<file path="src/rtl/reorder_buffer_if.sv">
// Dispatch / writeback / retire-side signal bundle of the reorder buffer.
// master = pipeline stages driving it, slave = the reorder buffer itself.
interface reorder_buffer_if #(
    parameter int NUM_PHYS_REGS = 64,
    parameter int ROB_DEPTH     = 32,
    parameter int ARCH_REG_BITS = 6
);
    localparam int LOG_PHYS = $clog2(NUM_PHYS_REGS);
    localparam int LOG_ROB  = $clog2(ROB_DEPTH);

    logic                     alloc_valid;
    logic                     alloc_has_dst;
    logic [ARCH_REG_BITS-1:0] alloc_arch_dst;
    logic [LOG_PHYS-1:0]      alloc_phys_dst;
    logic [LOG_PHYS-1:0]      alloc_old_phys;
    logic                     alloc_is_store;
    logic                     alloc_ready;
    logic [LOG_ROB-1:0]       alloc_tag;

    logic                     complete_valid;
    logic [LOG_ROB-1:0]       complete_tag;

    logic                     retire_valid;
    logic                     retire_has_dst;
    logic [ARCH_REG_BITS-1:0] retire_arch_dst;
    logic [LOG_PHYS-1:0]      retire_phys_dst;
    logic [LOG_PHYS-1:0]      retire_old_phys;
    logic                     retire_is_store;
    logic                     retire_ack;

    logic                     flush;
    logic [LOG_ROB:0]         count;
    logic                     empty;

    modport master (
        output alloc_valid, alloc_has_dst, alloc_arch_dst, alloc_phys_dst,
               alloc_old_phys, alloc_is_store, complete_valid, complete_tag,
               retire_ack, flush,
        input  alloc_ready, alloc_tag, retire_valid, retire_has_dst,
               retire_arch_dst, retire_phys_dst, retire_old_phys,
               retire_is_store, count, empty
    );

    modport slave (
        input  alloc_valid, alloc_has_dst, alloc_arch_dst, alloc_phys_dst,
               alloc_old_phys, alloc_is_store, complete_valid, complete_tag,
               retire_ack, flush,
        output alloc_ready, alloc_tag, retire_valid, retire_has_dst,
               retire_arch_dst, retire_phys_dst, retire_old_phys,
               retire_is_store, count, empty
    );
endinterface

</file>
<file path="src/rtl/reorder_buffer.sv">
// Circular reorder buffer: in-order allocate, out-of-order complete by tag, in-order retire of the head.
// All updates land on the next edge; alloc stalls via alloc_ready when full, retire waits for retire_ack.
module reorder_buffer #(
    parameter int NUM_PHYS_REGS = 64,
    parameter int ROB_DEPTH     = 32,
    parameter int ARCH_REG_BITS = 6
) (
    input  logic              CLK,
    input  logic              RESET,
    reorder_buffer_if.slave   rob
);
    localparam int LOG_PHYS = $clog2(NUM_PHYS_REGS);
    localparam int LOG_ROB  = $clog2(ROB_DEPTH);
    localparam logic [LOG_ROB:0] PTR_ONE  = (LOG_ROB+1)'(1);
    localparam logic [LOG_ROB:0] DEPTH_W  = (LOG_ROB+1)'(ROB_DEPTH);

    typedef struct packed {
        logic                     has_dst;
        logic [ARCH_REG_BITS-1:0] arch_dst;
        logic [LOG_PHYS-1:0]      phys_dst;
        logic [LOG_PHYS-1:0]      old_phys;
        logic                     is_store;
    } entry_t;

    logic [LOG_ROB:0]     head_q, head_d;
    logic [LOG_ROB:0]     tail_q, tail_d;
    logic [ROB_DEPTH-1:0] valid_q, valid_d;
    logic [ROB_DEPTH-1:0] done_q, done_d;
    entry_t               pay_q [ROB_DEPTH];
    entry_t               pay_d;
    entry_t               head_ent;

    logic [LOG_ROB-1:0]   head_idx;
    logic [LOG_ROB-1:0]   tail_idx;
    logic                 empty_w;
    logic                 full_w;
    logic                 head_live;
    logic                 retire_vld;
    logic                 alloc_fire;
    logic                 retire_fire;
    logic                 complete_hit;

    assign head_idx = head_q[LOG_ROB-1:0];
    assign tail_idx = tail_q[LOG_ROB-1:0];
    assign empty_w  = (head_q == tail_q);
    assign full_w   = (head_idx == tail_idx) && (head_q[LOG_ROB] != tail_q[LOG_ROB]);

    assign head_live  = !empty_w && valid_q[head_idx];
    assign retire_vld = head_live && done_q[head_idx];

    // Flush squashes every same-cycle event, including an ack of a visible head.
    assign alloc_fire   = rob.alloc_valid && !full_w && !rob.flush;
    assign retire_fire  = retire_vld && rob.retire_ack && !rob.flush;
    assign complete_hit = rob.complete_valid && valid_q[rob.complete_tag] && !rob.flush;

    assign pay_d = '{
        has_dst:  rob.alloc_has_dst,
        arch_dst: rob.alloc_arch_dst,
        phys_dst: rob.alloc_phys_dst,
        old_phys: rob.alloc_old_phys,
        is_store: rob.alloc_is_store
    };

    always_comb begin
        head_d  = head_q;
        tail_d  = tail_q;
        valid_d = valid_q;
        done_d  = done_q;

        if (complete_hit) begin
            done_d[rob.complete_tag] = 1'b1;
        end
        if (retire_fire) begin
            valid_d[head_idx] = 1'b0;
            done_d[head_idx]  = 1'b0;
            head_d            = head_q + PTR_ONE;
        end
        if (alloc_fire) begin
            valid_d[tail_idx] = 1'b1;
            done_d[tail_idx]  = 1'b0;
            tail_d            = tail_q + PTR_ONE;
        end
        if (rob.flush) begin
            head_d  = '0;
            tail_d  = '0;
            valid_d = '0;
            done_d  = '0;
        end
    end

    always_ff @(posedge CLK) begin
        if (RESET) begin
            head_q  <= '0;
            tail_q  <= '0;
            valid_q <= '0;
            done_q  <= '0;
        end else begin
            head_q  <= head_d;
            tail_q  <= tail_d;
            valid_q <= valid_d;
            done_q  <= done_d;
        end
    end

    // Payload needs no reset: it is only observed through a valid head entry.
    always_ff @(posedge CLK) begin
        if (!RESET && alloc_fire) begin
            pay_q[tail_idx] <= pay_d;
        end
    end

    assign head_ent = head_live ? pay_q[head_idx] : '0;

    assign rob.alloc_ready     = !full_w;
    assign rob.alloc_tag       = tail_idx;
    assign rob.retire_valid    = retire_vld;
    assign rob.retire_has_dst  = head_ent.has_dst;
    assign rob.retire_arch_dst = head_ent.arch_dst;
    assign rob.retire_phys_dst = head_ent.phys_dst;
    assign rob.retire_old_phys = head_ent.old_phys;
    assign rob.retire_is_store = head_ent.is_store;
    assign rob.count           = tail_q - head_q;
    assign rob.empty           = empty_w;

    a_count_bound: assert property (@(posedge CLK) disable iff (RESET)
        (tail_q - head_q) <= DEPTH_W);
    a_valid_matches_count: assert property (@(posedge CLK) disable iff (RESET)
        (LOG_ROB+1)'($countones(valid_q)) == (tail_q - head_q));
    a_done_implies_valid: assert property (@(posedge CLK) disable iff (RESET)
        (done_q & ~valid_q) == '0);
endmodule

</file>
<file path="src/flat_wrapper.sv">
// flat-port wrapper written by rule: the top's interface ports become plain ports
module reorder_buffer_flat 
#(
    parameter int NUM_PHYS_REGS = 64,
    parameter int ROB_DEPTH     = 32,
    parameter int ARCH_REG_BITS = 6
)
  (CLK, RESET, rob_alloc_valid, rob_alloc_has_dst, rob_alloc_arch_dst, rob_alloc_phys_dst, rob_alloc_old_phys, rob_alloc_is_store, rob_complete_valid, rob_complete_tag, rob_retire_ack, rob_flush, rob_alloc_ready, rob_alloc_tag, rob_retire_valid, rob_retire_has_dst, rob_retire_arch_dst, rob_retire_phys_dst, rob_retire_old_phys, rob_retire_is_store, rob_count, rob_empty);
  reorder_buffer_if #(.NUM_PHYS_REGS(NUM_PHYS_REGS), .ROB_DEPTH(ROB_DEPTH), .ARCH_REG_BITS(ARCH_REG_BITS)) rob_i ();
  input  logic CLK;
  input  logic RESET;
  input wire logic [$bits(rob_i.alloc_valid)-1:0] rob_alloc_valid;
  input wire logic [$bits(rob_i.alloc_has_dst)-1:0] rob_alloc_has_dst;
  input wire logic [$bits(rob_i.alloc_arch_dst)-1:0] rob_alloc_arch_dst;
  input wire logic [$bits(rob_i.alloc_phys_dst)-1:0] rob_alloc_phys_dst;
  input wire logic [$bits(rob_i.alloc_old_phys)-1:0] rob_alloc_old_phys;
  input wire logic [$bits(rob_i.alloc_is_store)-1:0] rob_alloc_is_store;
  input wire logic [$bits(rob_i.complete_valid)-1:0] rob_complete_valid;
  input wire logic [$bits(rob_i.complete_tag)-1:0] rob_complete_tag;
  input wire logic [$bits(rob_i.retire_ack)-1:0] rob_retire_ack;
  input wire logic [$bits(rob_i.flush)-1:0] rob_flush;
  output wire logic [$bits(rob_i.alloc_ready)-1:0] rob_alloc_ready;
  output wire logic [$bits(rob_i.alloc_tag)-1:0] rob_alloc_tag;
  output wire logic [$bits(rob_i.retire_valid)-1:0] rob_retire_valid;
  output wire logic [$bits(rob_i.retire_has_dst)-1:0] rob_retire_has_dst;
  output wire logic [$bits(rob_i.retire_arch_dst)-1:0] rob_retire_arch_dst;
  output wire logic [$bits(rob_i.retire_phys_dst)-1:0] rob_retire_phys_dst;
  output wire logic [$bits(rob_i.retire_old_phys)-1:0] rob_retire_old_phys;
  output wire logic [$bits(rob_i.retire_is_store)-1:0] rob_retire_is_store;
  output wire logic [$bits(rob_i.count)-1:0] rob_count;
  output wire logic [$bits(rob_i.empty)-1:0] rob_empty;
  assign rob_i.alloc_valid = rob_alloc_valid;
  assign rob_i.alloc_has_dst = rob_alloc_has_dst;
  assign rob_i.alloc_arch_dst = rob_alloc_arch_dst;
  assign rob_i.alloc_phys_dst = rob_alloc_phys_dst;
  assign rob_i.alloc_old_phys = rob_alloc_old_phys;
  assign rob_i.alloc_is_store = rob_alloc_is_store;
  assign rob_i.complete_valid = rob_complete_valid;
  assign rob_i.complete_tag = rob_complete_tag;
  assign rob_i.retire_ack = rob_retire_ack;
  assign rob_i.flush = rob_flush;
  assign rob_alloc_ready = rob_i.alloc_ready;
  assign rob_alloc_tag = rob_i.alloc_tag;
  assign rob_retire_valid = rob_i.retire_valid;
  assign rob_retire_has_dst = rob_i.retire_has_dst;
  assign rob_retire_arch_dst = rob_i.retire_arch_dst;
  assign rob_retire_phys_dst = rob_i.retire_phys_dst;
  assign rob_retire_old_phys = rob_i.retire_old_phys;
  assign rob_retire_is_store = rob_i.retire_is_store;
  assign rob_count = rob_i.count;
  assign rob_empty = rob_i.empty;
  reorder_buffer #(.NUM_PHYS_REGS(NUM_PHYS_REGS), .ROB_DEPTH(ROB_DEPTH), .ARCH_REG_BITS(ARCH_REG_BITS)) u_core (.CLK(CLK), .RESET(RESET), .rob(rob_i));
endmodule
</file>
<file path="config.mk">
export PLATFORM = sky130hd
export DESIGN_NAME = reorder_buffer_flat
export DESIGN_NICKNAME = d
export VERILOG_FILES = /design/src/rtl/reorder_buffer_if.sv /design/src/rtl/reorder_buffer.sv /design/src/flat_wrapper.sv
export SDC_FILE = /design/constraint.sdc
export NUM_CORES = 1
export LEC_CHECK = 0
export BUFFER_PORTS_ARGS = -buffer_cell sky130_fd_sc_hd__buf_2
export CORE_MARGIN = 3
export CORE_UTILIZATION = 40
export CTS_CLUSTER_DIAMETER = 120
export CTS_CLUSTER_SIZE = 30
export DETAILED_ROUTE_END_ITERATION = 8
export PLACE_DENSITY_LB_ADDON = 0.15
export SLEW_MARGIN = 20
export SYNTH_ARGS = -nofsm -noshare
export SYNTH_HDL_FRONTEND = slang
export SYNTH_SLANG_ARGS = --single-unit
</file>
<file path="constraint.sdc">
create_clock -name CLK -period 3.85 [get_ports CLK]
set_clock_uncertainty 0.1 [all_clocks]
set_input_delay 0.1925 -clock CLK [delete_from_list [all_inputs] [get_ports CLK]]
set_output_delay 0.1925 -clock CLK [all_outputs]
set_load 0.03 [all_outputs]
</file>
# Word-level counts from Yosys, hierarchy flattened

Memory sizes are Yosys's and may differ from the RTL's. A register that Yosys moved wholly into a read port is not among the register bits.
Index checks and enable logic that the tools add are counted.

Register bits: 76
Memory bits (writable): 640
Input port bits: 31
Output and inout port bits: 34
Memories: 1

Add/subtract/negate cells: 3
Magnitude comparators: 6
Muxes and demuxes: 22
Equal/unequal tests: 3
Bitwise operators: 7
Reductions and logical operators: 18

Memories:

| memory       | words | width | read ports | clocked after memory_dff | wr ports | line                 | text |
|---|---|---|---|---|---|---|---|
| u_core.pay_q | 32    | 20    | 1          | 1                        | 1        | reorder_buffer.sv:29 | `entry_t pay_q [ROB_DEPTH];` |

Operators with widths:

| kind                                                                  | number |
|---|---|
| 32-bit 2-to-1 mux                                                     | 5 |
| 32-bit bitwise AND                                                    | 3 |
| 32-bit inverter                                                       | 2 |
| 32-bit OR                                                             | 2 |
| 20-bit 2-to-1 mux                                                     | 1 |
| 5-bit by 6-bit < comparator with 1-bit output, second input constant  | 3 |
| 1-bit binary-select mux with 5-bit select                             | 3 |
| 1-bit demux with 5-bit select                                         | 3 |
| 5-bit by 1-bit >= comparator with 1-bit output, second input constant | 3 |
| 1-bit logical AND                                                     | 13 |
| 6-bit by 1-bit adder with 6-bit output, second input constant         | 2 |
| 5-bit 2-to-1 mux                                                      | 2 |
| 1-bit 2-to-1 mux                                                      | 8 |
| 6-bit == test                                                         | 1 |
| 6-bit subtractor                                                      | 1 |
| 5-bit == test                                                         | 1 |
| 1-bit zero test                                                       | 4 |
| 2-bit OR reduction                                                    | 1 |
| 1-bit != test                                                         | 1 |

# Longest topological paths before layout

Gate-level depths: netlist (run 1).

Depth in word-level cells: 10
Depth in mapped cells: 11
Depth with buffers taken out: 8

# Least setup slack after synthesis (run 1)

OpenSTA, ideal clock, no wires.

Path type: reg-to-reg
Start point: register u_core.head_q[1]
End point: memory u_core.pay_q[25][0] (netlist name) (enable)
Required time: 3.328 ns
Slack: -0.242 ns
Clock period less this slack: 4.092 ns
Arrival time: 3.570 ns
Library setup time: 0.422 ns
Cell stages (with the launch flop): 12
Path through: dfxtp_1 -> buf_6 -> buf_4 -> inv_1 -> ha_1 -> nand3_1 -> o31ai_1 -> nor2_1 -> nand2_1 -> clkbuf_1 -> clkbuf_1 -> nor3_1

Word-level cells in the longest chain between the ends: 8

Ends and longest elaborated chain:

| element                                | line                  | text |
|---|---|---|
| from (decl)                            | reorder_buffer.sv:25  | `logic [LOG_ROB:0] head_q, head_d;` |
| from (signal assigned)                 | reorder_buffer.sv:93  | `head_q <= '0;` |
| from (signal assigned)                 | reorder_buffer.sv:98  | `head_q <= head_d;` |
| 5-bit == test                          | reorder_buffer.sv:46  | `assign full_w = (head_idx == tail_idx) && (head_q[LOG_ROB] != tail_q[LOG_ROB]);` |
| 1-bit logical AND                      | reorder_buffer.sv:46  |  |
| 1-bit zero test                        | reorder_buffer.sv:52  | `assign alloc_fire = rob.alloc_valid && !full_w && !rob.flush;` |
| 1-bit logical AND (2 in a row)         | reorder_buffer.sv:52  |  |
| 1-bit logical AND                      | reorder_buffer.sv:107 | `if (!RESET && alloc_fire) begin` |
| 1-bit 2-to-1 mux                       | reorder_buffer.sv:107 |  |
| 1-bit 2-to-1 mux (not written as such) | reorder_buffer.sv:108 | `pay_q[tail_idx] <= pay_d;` |
| to (decl)                              | reorder_buffer.sv:29  |  |

Every way passes these cells.

# Final worst setup path (run 1)

Start point: register u_core.head_q[0]
End point: output rob_retire_old_phys[3]

Word-level cells in the longest chain between the ends: 4

Ends and longest elaborated chain:

| element                                                                           | line                                       | text |
|---|---|---|
| 1-bit binary-select mux with 5-bit select / 6-bit == test (equally long branches) | reorder_buffer.sv:48, reorder_buffer.sv:45 |  |
| 1-bit 2-to-1 mux (not written as such) / 1-bit zero test (equally long branches)  | reorder_buffer.sv:48                       | `assign head_live = !empty_w && valid_q[head_idx];` |
| 1-bit logical AND *                                                               | reorder_buffer.sv:48                       |  |
| 20-bit 2-to-1 mux *                                                               | reorder_buffer.sv:112                      | `assign head_ent = head_live ? pay_q[head_idx] : '0;` |
| to (decl)                                                                         | flat_wrapper.sv:28                         | `output wire logic [$bits(rob_i.retire_old_phys)-1:0] rob_retire_old_phys;` |

Mark *: on every way between the ends. The rest lies on a longest branch, timed or not. The select of a mux whose other input is x is not followed.

==> reports/metrics.csv, run 1 <==
metric,value,unit
yosys_warnings,0,
drive_gt1_frac,0.281,
crit_chain,buf_4 -> nor3b_1 -> a221oi_1 -> or2_2 -> o2111ai_2 -> nand2_2 -> buf_4 -> nor2_1 -> buf_2,
cts.sinks,721,
ios,65,
p_sw_frac,0.204,
wirelength,78000,um
synth_compound_area_frac,0.0308,
htreeDepth,1,
slew_headroom,0.375,
syn_to_final_growth,11.2,%
synthFlopType,edfxtp_1,
setup_viol,0,
layout.nets,1702,
ys_ff_latch,721,
dp.cells,2550,
finalPower,12.6,mW
drc,0,
wire_per_inst,29.7,um
fmax,277,MHz
die_w,277,um
p_per_area,386,nW/um^2
final_cells,2630,
status,finished clean,
hold_path_class,input port to register,
cp-startpoint,u_core.head_q[0],
crit_top_cell,buf_4,
layout_common_cells,"640 x edfxtp_1, 206 x mux4_2, 75 x dfxtp_1",
synthMuxAreaShare,0.180,
pwr-share-seq,0.674,
root_buffer,clkbuf_16,
maxCapViolations,0,
vias_per_cell,5.92,
syn_nets,1611,
gp_congestion,0.919,
antenna_found_initial,2,
synth_cell_types,66,
tightest_slew,0.938,ns
p_leak,9.67,nW
gr-total-overflow,0,
ir_drop,0.317,mV
r2r-start,u_core.tail_q[3],
core-area,72100,um^2
numCtsBuffers,28,
synth_edf_count,640,
synthAdderAreaFrac,0.00622,
firstDrtPassIters,5,
net-switching-power,2.58,mW
crit_path_max_incr_delay,0.45,ns
arrival,3.32,ns
grt_pass1_vias,15752,
timing.rr.end,u_core.pay_q[20][16],
final_core_util,0.453,
row_count,98,
worstSetupPathType,register to primary output,
ant_nets,0,
start_util,0.408,
die_area,76800,um^2
die_y,277,um
worst-path-max-fanout,23,
endpoint,rob_retire_old_phys[3],
design_area,32700,um^2
synth_area,29400,um^2
port_buffers,64,
path_depth,9,
yosys.area_share.simple,0.0513,
synthCells,1566,
grt_pass1_wl,114000,um
min_period,3.61,ns
synth_top_family_by_area,multiplexers,
grt_util_all_layers,0.202,
critPathTopFamily,simple AND/OR/NAND/NOR gates,
layout_commonest_cell,edfxtp_1,
fillCellCount,6220,
synth_xor_area_frac,0.00328,
final_max_slew_viol_count,0,
slowest_stage,nor3b_1,
p_clk_frac,0.301,
ys_async_sr_fraction,0,
first_iter_violations,1594,
seq_area_frac_synth,0.709,
place_area,31600,um^2
final.setup.tns,0,ns
hold_viol_final,0,
r2r_slack,0.60,ns
p_int,10.0,mW
dp_hpwl,46700,um
layout_worst_path_cycle_share,0.938,
cts.path.max_buffers,3,
grt_max_degree,63,
cp-start-kind,register,
rsz0062_at_grt,false,
comb_power_share,0.025,
end_kind,primary output,
required,3.56,ns
clkLatencyLatePin,0.63,ns
reg2reg_depth,9,
dr_total_vias,15568,
cts_tree,built,
cts.reportedPaths.clkPinSlew,0.12,ns
syn_area_per_cell,18.8,um^2
crit_buf_inv,3,
## synth_stat cells, drive strengths merged, types with 32 or more instances
master,instances,area share
edfxtp,640,0.65
mux4,206,0.16
dfxtp,81,0.055
nor2,76,0.0097
clkbuf,69,0.0088
mux2i,55,0.019
nand2,49,0.0063
buf,44,0.0088
nor3,35,0.0061
a31oi,32,0.0068
o21ai,32,0.0054
## how the worst min path moves through the flow
stage	startpoint	to	slack (ns)	depth (start not counted)
after floorplan	rob_alloc_is_store	u_core.pay_q[0][0]	0.19	0
after global placement	u_core.valid_q[17]	u_core.valid_q[17]	0.36	2
after detailed placement	u_core.valid_q[5]	u_core.valid_q[5]	0.36	2
after CTS	rob_complete_tag[3]	u_core.done_q[1]	0.08	4
after global routing	rob_complete_tag[3]	u_core.done_q[3]	0.12	4
final	rob_complete_tag[3]	u_core.done_q[3]	0.13	4
## cell families (layout without fill, tap and decap cells)
group | after synthesis | after routing
other | 0 | 1
adders and majority gates | 14 | 14
and+or+nand+nor | 289 | 289
buffers and inverters | 129 | 242
muxes | 269 | 269
AOI/OAI and AO/OA | 133 | 133
DFF | 721 | 721
xor gates and xnor gates | 11 | 11
## metal layers
metal  track usage  vias to the layer above  share of wire
met5             0                        -              0
met4        0.0401                        0          0.020
met3        0.0252                       86          0.056
met2         0.329                      536           0.48
met1         0.295                     8352           0.44
li1              -                     6594              -
## power groups by stage
stage	combinational [mW]	sequential [mW]	clock [mW]
after floorplan	0.112	8.68	0
after global placement	0.286	8.68	0
after detailed placement	0.295	8.68	0
after CTS	0.315	8.50	3.92
after global routing	0.341	8.51	4.19
final	0.314	8.50	3.79
## what timing repair did
item | in CTS | in global routing
pin swaps | 0 | 0
hold buffers | 23 | 0
gates resized for setup | 2 | 1
buffers inserted | 4 | 0
setup endpoints to repair | 3 | 14
endpoints found under the hold margin | 632 | 0
## flip-flops by register name (all words and copies together) (netlist names), named ones only
signal and flops:
u_core.head_q 6, u_core.valid_q 32, u_core.tail_q 6, u_core.done_q 32
u_core.pay_q 640
## tightest hold or removal path, stage by stage
cell and delay [ns]:
buf_2 0.24, nor3_1 0.14, a31oi_1 0.18, nor3_1 0.06
## through the flow
| step | hold slack, ns | worst slack, ns |
|---|---|---|
| 6_report | 0.134 | 0.239 |
| 5_1_grt | 0.121 | 0.0519 |
| 4_1_cts | 0.0807 | 0.0502 |
| 3_5_place_dp | 0.363 | 0.654 |
| 3_3_place_gp | 0.357 | 0.677 |
| 2_1_floorplan | 0.191 | 0.0102 |
## layout make-up
class / count / area (um^2) / share of cell area
flip-flops and latches: 721 / 20900 / 0.638
multi-input cells: 716 / 8230 / 0.252
diodes: 1 / 2.50 / 0.0000766
repair buffers: 174 / 1500 / 0.0460
clock inverters: 3 / 36.3 / 0.00111
clock buffers: 49 / 801 / 0.0245
well taps: 950 / 1190 / 0.0364
inverters: 16 / 60.1 / 0.00184
Note: power is estimated with default switching activity, not from simulation.
==> inputs of run 2 (changes only) <==
- CELL_PAD_IN_SITES_DETAIL_PLACEMENT: unset -> 1
- CELL_PAD_IN_SITES_GLOBAL_PLACEMENT: unset -> 2
==> run 2 against run 1 <==
Combinational power increased by 3%. Routed wire length increased by 9.7%. First-iteration DRC count decreased by 11%. Worst setup slack got worse by 0.065 ns. Clock-buffer cell count unchanged. Largest cell class unchanged. Highest routed layer unchanged.
==> reports/metrics.csv, run 2 (synthesis results as in run 1) <==
metric,value,unit
gp_congestion,0.855,
antenna_cells,0,
maxCapViolations,0,
setup_viol,0,
layout_commonest_cell,edfxtp_1,
worst-path-max-fanout,34,
die_w,277,um
worstSetupPathType,register to primary output,
die_area,76800,um^2
die_y,277,um
largest_reg_flops,640,
p_per_area,385,nW/um^2
fmax,272,MHz
grt_max_degree,43,
wire_per_inst,32.3,um
ios,65,
cts.sinks,721,
layout.nets,1721,
cts.path.max_buffers,3,
reg_top3,"u_core.pay_q: 640 flops, u_core.done_q: 32 flops, u_core.valid_q: 32 flops",
layout_worst_path_cycle_share,0.955,
first_iter_violations,1416,
final_max_slew_viol_count,0,
clkLatencyLatePin,0.62,ns
arrival,3.38,ns
ir_drop,0.343,mV
final_core_util,0.457,
drc,0,
gr-total-overflow,0,
ant_nets,0,
final.setup.tns,0,ns
antenna_found_initial,1,
port_buffers,64,
final_cells,2648,
cts_tree,built,
hold_path_class,input port to register,
multi_input_area,8230,um^2
crit_path_max_incr_delay,0.66,ns
crit_chain,buf_12 -> buf_12 -> mux4_2 -> mux4_2 -> mux2i_1 -> nor2_1 -> buf_2,
cp-start-kind,register,
firstDrtPassIters,5,
htreeDepth,1,
grt_pass1_vias,16714,
start_util,0.408,
grt_pass1_wl,123000,um
tightest_slew,0.990,ns
rsz0062_at_grt,false,
dr_total_vias,15774,
p_leak,9.82,nW
slowest_stage,dfxtp_4,
dp_hpwl,52000,um
hold_viol_final,0,
layout_common_cells,"640 x edfxtp_1, 206 x mux4_2, 74 x dfxtp_1",
numCtsBuffers,28,
design_area,33000,um^2
row_count,98,
drive_gt1_frac,0.289,
seqCellArea,20900,um^2
wirelength,85500,um
dp.cells,2570,
vias_per_cell,5.96,
place_area,31800,um^2
slew_headroom,0.340,
root_buffer,clkbuf_16,
status,finished clean,
required,3.56,ns
top_register,u_core.pay_q,
finalPower,12.7,mW
fillCellCount,6750,
end_kind,primary output,
min_period,3.68,ns
core-area,72100,um^2
cts.reportedPaths.clkPinSlew,0.12,ns
syn_to_final_growth,12.2,%
grt_util_all_layers,0.222,
## run 2: critical path, delay by kind of cell (launching register included)
family / cells / cell delay, ns
muxes: 3 / 1.17
buffers and inverters: 3 / 0.76
DFF: 1 / 0.66
and+or+nand+nor: 1 / 0.09
## run 2: through the flow
step | hold slack [ns] | setup WS (ns)
2_1_floorplan | 0.191 | 0.0102
3_3_place_gp | 0.353 | 0.536
3_5_place_dp | 0.360 | 0.514
4_1_cts | 0.0878 | 0.0873
5_1_grt | 0.144 | 0.00364
6_report | 0.124 | 0.174
## run 2: layout make-up
class,count,area share
flip-flops and latches,721,0.632
multi-input cells,716,0.250
clock inverters,3,0.00178
inverters,16,0.00182
well taps,950,0.0360
clock buffers,49,0.0243
repair buffers,193,0.0541
## run 2: path summary, 6_finish.rpt
| kind | startpoint | endpoint | slack (ns) | depth (start not counted) |
|---|---|---|---|---|
| worst min register to register | u_core.valid_q[12] | u_core.valid_q[12] | 0.38 | 2 |
| worst min-delay path | rob_complete_tag[2] | u_core.done_q[3] | 0.12 | 4 |
| worst max-delay path | register | rob_retire_arch_dst[5] | 0.17 | 7 |
| worst max register to register | u_core.head_q[3] | u_core.pay_q[23][12] | 0.69 | 9 |
## run 2: what timing repair did
item / in CTS / in global routing
gates resized for setup: 1 / 2
cloned: 0 / 0
pin swaps: 0 / 0
hold buffers: 23 / 0
hold endpoints to repair: 649 / 0
endpoints found under the setup margin: 3 / 1
setup buffers: 3 / 0
## run 2: report_power, final
group,total [mW],leakage [nW],internal (mW),switching [mW]
Combinational,0.323,3.01,0.0791,0.244
Sequential,8.50,6.41,8.50,0.00387
Clock,3.87,0.409,1.52,2.34
Total,12.7,9.82,10.1,2.59
## run 2: layer usage
layer  global-route usage  part of all wire
met1                0.297              0.42
met4               0.0536             0.024
met2                0.389              0.51
met3               0.0258             0.045
met5                    0                 0
